<file path="config.mk">
export PLATFORM = sky130hd
export DESIGN_NAME = sd_spi_byte_shifter
export DESIGN_NICKNAME = d
export VERILOG_FILES = /design/src/rtl/sd_spi_byte_shifter.sv
export SDC_FILE = /design/constraint.sdc
export NUM_CORES = 1
export LEC_CHECK = 0
export BUFFER_PORTS_ARGS = -buffer_cell sky130_fd_sc_hd__buf_2
export CORE_AREA = 2 2 50 52
export CTS_CLUSTER_SIZE = 24
export DETAILED_ROUTE_END_ITERATION = 10
export DIE_AREA = 0 0 52 54
export PLACE_DENSITY = 0.74
export SYNTH_ARGS = -nofsm -noshare
export SYNTH_HDL_FRONTEND = slang
export SYNTH_SLANG_ARGS = --single-unit
</file>
<file path="constraint.sdc">
create_clock -name clk -period 5.05 [get_ports clk]
set_clock_uncertainty 0.2 [all_clocks]
set_input_delay 1.515 -clock clk [delete_from_list [all_inputs] [get_ports clk]]
set_output_delay 1.515 -clock clk [all_outputs]
set_load 0.05 [all_outputs]
</file>
<file path="src/rtl/sd_spi_byte_shifter.sv">
// Oversampled SPI mode-0 byte shifter: synchronizes spi_clk/cs_n/mosi, shifts
// mosi in on rising edges and miso out on falling edges.
// Ports: raw SPI inputs, tx_byte (sampled on tx_load), spi_miso, cs_idle,
// rx_vld/rx_dat (8th rising edge of a byte), tx_load (8th falling edge).
module sd_spi_byte_shifter (
  input  logic       clk,
  input  logic       rst_n,
  input  logic       spi_clk,
  input  logic       spi_cs_n,
  input  logic       spi_mosi,
  input  logic [7:0] tx_byte,
  output logic       spi_miso,
  output logic       cs_idle,
  output logic       rx_vld,
  output logic [7:0] rx_dat,
  output logic       tx_load
);

  // Bit order in the sync vectors: {spi_clk, spi_cs_n, spi_mosi}.
  logic [2:0] sync1_q, sync1_d, sync2_q, sync2_d;
  logic       sclk_prev_q, sclk_prev_d;
  logic [6:0] rx_sh_q, rx_sh_d;
  logic [2:0] rx_cnt_q, rx_cnt_d;
  logic [7:0] tx_sh_q, tx_sh_d;
  logic [2:0] tx_cnt_q, tx_cnt_d;
  logic       sclk_rise, sclk_fall, mosi_s;

  assign cs_idle   = sync2_q[1];
  assign mosi_s    = sync2_q[0];
  assign sclk_rise = ~cs_idle & sync2_q[2] & ~sclk_prev_q;
  assign sclk_fall = ~cs_idle & ~sync2_q[2] & sclk_prev_q;
  assign rx_vld    = sclk_rise & (rx_cnt_q == 3'd7);
  assign rx_dat    = {rx_sh_q, mosi_s};
  assign tx_load   = sclk_fall & (tx_cnt_q == 3'd7);
  assign spi_miso  = cs_idle | tx_sh_q[7];

  always_comb begin
    sync1_d     = {spi_clk, spi_cs_n, spi_mosi};
    sync2_d     = sync1_q;
    sclk_prev_d = sync2_q[2];
    rx_sh_d     = rx_sh_q;
    rx_cnt_d    = rx_cnt_q;
    tx_sh_d     = tx_sh_q;
    tx_cnt_d    = tx_cnt_q;
    if (cs_idle) begin
      // Deselected: realign to a byte boundary and idle the line high.
      rx_cnt_d = 3'd0;
      tx_cnt_d = 3'd0;
      tx_sh_d  = 8'hFF;
    end else begin
      if (sclk_rise) begin
        rx_sh_d  = rx_dat[6:0];
        rx_cnt_d = rx_cnt_q + 3'd1;
      end
      if (sclk_fall) begin
        tx_sh_d  = (tx_cnt_q == 3'd7) ? tx_byte : {tx_sh_q[6:0], 1'b1};
        tx_cnt_d = tx_cnt_q + 3'd1;
      end
    end
  end

  always_ff @(posedge clk or negedge rst_n) begin
    if (!rst_n) begin
      sync1_q     <= 3'b010;
      sync2_q     <= 3'b010;
      sclk_prev_q <= 1'b0;
      rx_sh_q     <= '0;
      rx_cnt_q    <= '0;
      tx_sh_q     <= 8'hFF;
      tx_cnt_q    <= '0;
    end else begin
      sync1_q     <= sync1_d;
      sync2_q     <= sync2_d;
      sclk_prev_q <= sclk_prev_d;
      rx_sh_q     <= rx_sh_d;
      rx_cnt_q    <= rx_cnt_d;
      tx_sh_q     <= tx_sh_d;
      tx_cnt_q    <= tx_cnt_d;
    end
  end

endmodule

</file>
==> flow_summary.yaml <==
status:
  status: "complete, no violations"
floorplanning:
  ios: 25
  fp.dieW_um: 52
  dieArea_sq_um: 2810
  rows: 18
  core_sq_um: 2320
  initial_core_util_pct: 51.2
  die_h_um: 54
clocking:
  cts_tree: "yes"
  ctsHoldBuffers: 0
  clock_path_buffers: 2
  clock_latency_ns: 0.32
  cts_buffers: 3
  path_clk_slew_ns: 0.14
  cts_root_buffer: "clkbuf_4"
  htreeDepth: 1
  ctsResizeCount: 0
  cts.sinks: 28
  cts_setup_buffers: 0
route:
  wl_met2_um: 922
  top_layer_used: "met4"
  wl_met1_um: 778
  detail-route-antenna-nets: 0
  drc_errors: 0
  met3_length_um: 101
  num_vias: 693
  via_per_inst: 5.25
  firstDrtPassIters: 2
  drtIter0Drc: 2
  totalWireLength_um: 1820
  wire_per_inst_um: 13.8
synth:
  synth_edf_count: 0
  synth_adder_area_share_pct: 4.21
  synth-warning-count: 0
  synth_top_area_share_pct: 37.9
  post_synth_num_cell_types: 23
  ys_top_cells_by_area: "dfrtp_1 38%, dfstp_2 22%, mux2i_1 7.6%"
  ys_ff_latch: 28
  synth-simple-area-share_pct: 8.21
  synth_cells: 79
  synth_top_family_by_area: "multiplexers"
  async_reset_ff_share_pct: 100
  synth_nets: 96
  synth_top_area_cell: "dfrtp_1"
  synthMuxAreaShare_pct: 14.2
  synthXorXnorAreaFrac_pct: 1.47
  seq_area_frac_synth_pct: 60.0
  synth_flop_cell: "dfrtp_1"
  syn-cell-area_sq_um: 1190
  synth-compound-area-share_pct: 8.11
  avgSynthCellArea_sq_um: 15.0
critical_path:
  crit_chain: "ha_1 -> ha_1 -> and2_4 -> buf_2"
  r2r_cells: 4
  r2r-end: "tx_sh_q[1]"
  crit_fanout: 8
  worstReg2RegStart: "tx_cnt_q[0]"
  path_common_cell: "ha_1"
  ff2ff_setup_slack_ns: 3.46
  critPathSlowestCell: "ha_1"
  critPathArrivalTime_ns: 1.79
  critPathKind: "reg -> out"
  end_kind: "primary output"
  worst_ep_required_time_ns: 3.34
  critPathMaxStageDelay_ns: 0.41
  crit_path_start_kind: "flop"
sta:
  finalHoldViolations: 0
  final-setup-viol-count: 0
  relSlewSlack_pct: 60.9
  holdWs_ns: 0.167
  maxSlewViolCount: 0
  finalWorstSetupSlack_ns: 1.54
  timing.final.crit_share_pct: 69.5
  finalSetupTns_ns: 0
  fmax_mhz: 285
  rsz0062_at_grt: "no"
  worstMarginPinSlew_ns: 0.587
  min_period_ns: 3.51
pwr:
  power.share.clock_pct: 17.7
  combinationalPowerShare_pct: 29.7
  vdd_ir_drop_max_mv: 0.319
  switching_power_mw: 0.191
  p_int_mw: 0.326
  power_density_nw_per_um2: 388
  total_leakage_power_nw: 0.634
  swShare_pct: 36.9
  seqPwrFrac_pct: 52.6
placed_design:
  portBuffers: 24
  post-place-ws_ns: 1.90
  dp.cells: 128
  finalWeightedCongestion: 0.678
  dpl.hpwl_um: 1380
final_layout:
  layout-drive-gt1-share_pct: 49.0
  syn2layout_area_growth_pct: 12.0
  fin_util_pct: 57.4
  final_common_cell: "buf_2"
  mostFrequentLayoutCells: "24 x buf_2, 18 x dfrtp_1, 10 x dfstp_2"
  antenna_cells: 0
  finalNonFillerCells: 132
  nets: 120
global_routing:
  grt_max_degree: 29
  grt_pass1_wl_um: 2970
  grt-ovfl-total: 0
  grt_pass1_vias: 695
  grt_use_total_pct: 14.7
  antenna_found_initial: 0
min_path:
  holdCritPathClass: "reg -> reg"
  holdPathStages: 0
  hold_start: "sync1_q[1]"
  hold_end: "sync2_q[1]"
run:
  maxCapViolations: 0
worst max path at each step:
stage                         end  cells past startpoint   startpoint  slack [ns]
after global routing      tx_load                      4  tx_cnt_q[0]        1.43
final                     tx_load                      4  tx_cnt_q[0]        1.54
after global placement    tx_load                      4  tx_cnt_q[0]        1.95
after detailed placement  tx_load                      4  tx_cnt_q[0]        1.90
after CTS                 tx_load                      4  tx_cnt_q[0]        1.51
after floorplan           tx_load                      3   sync2_q[1]        2.09
state kept, by name (all words and copies together), names as in the netlist:
signal / flops
rx_sh_q: 7
sync1_q: 3
sync2_q: 3
tx_sh_q: 8
rx_cnt_q: 3
tx_cnt_q: 3
sclk_prev_q: 1
synth_stat cells, types with 2 or more instances:
master / instances
buf_4: 4
dfrtp_1: 18
a22o_2: 2
mux2i_1: 9
nor2_1: 5
mux2_2: 6
a2bb2oi_1: 7
dfstp_2: 10
ha_1: 4
cell families (layout without fill, tap and decap cells):
| logic type | count (synthesis) | after routing |
|---|---|---|
| DFF | 28 | 28 |
| muxes | 16 | 16 |
| and+or+nand+nor | 13 | 13 |
| AOI/OAI and AO/OA | 10 | 10 |
| buffers and inverters | 6 | 29 |
| adders and majority gates | 4 | 4 |
| xor gates and xnor gates | 2 | 2 |
worst max-delay path: cells and delay by family, from the launching register on:
| family | cells | cell delay, ns |
|---|---|---|
| DFF | 1 | 0.40 |
| buffers and inverters | 1 | 0.25 |
| adders and majority gates | 2 | 0.58 |
| and+or+nand+nor | 1 | 0.23 |
area by class of cell:
class	count	area (sq um)
timing repair buffer	24	120
fill	203	988
inverter	1	3.75
clock buffer	4	26.3
multi-input combinational	45	430
tap	30	37.5
sequential	28	713
power groups by stage:
stage / logic, mW / registers, mW / clock network (mW)
2_1_floorplan: 0.0373 / 0.354 / 0
3_3_place_gp: 0.153 / 0.274 / 0
3_5_place_dp: 0.155 / 0.276 / 0
4_1_cts: 0.155 / 0.272 / 0.0958
5_1_grt: 0.160 / 0.277 / 0.103
6_report: 0.153 / 0.272 / 0.0915
routing by layer:
layer | vias to the layer above | global-route usage [%]
li1 | 321 | -
met5 | - | 0
met2 | 19 | 25.9
met3 | 2 | 3.61
met4 | 0 | 6.58
met1 | 351 | 17.0
through the flow:
| step | power, mW | instance area, sq um |
|---|---|---|
| 2_1_floorplan | 0.392 | 1190 |
| 3_3_place_gp | 0.427 | 1310 |
| 3_5_place_dp | 0.431 | 1310 |
| 4_1_cts | 0.524 | 1330 |
| 5_1_grt | 0.540 | 1330 |
| 6_report | 0.517 | 1330 |
Power figures use the tool's default switching activity.
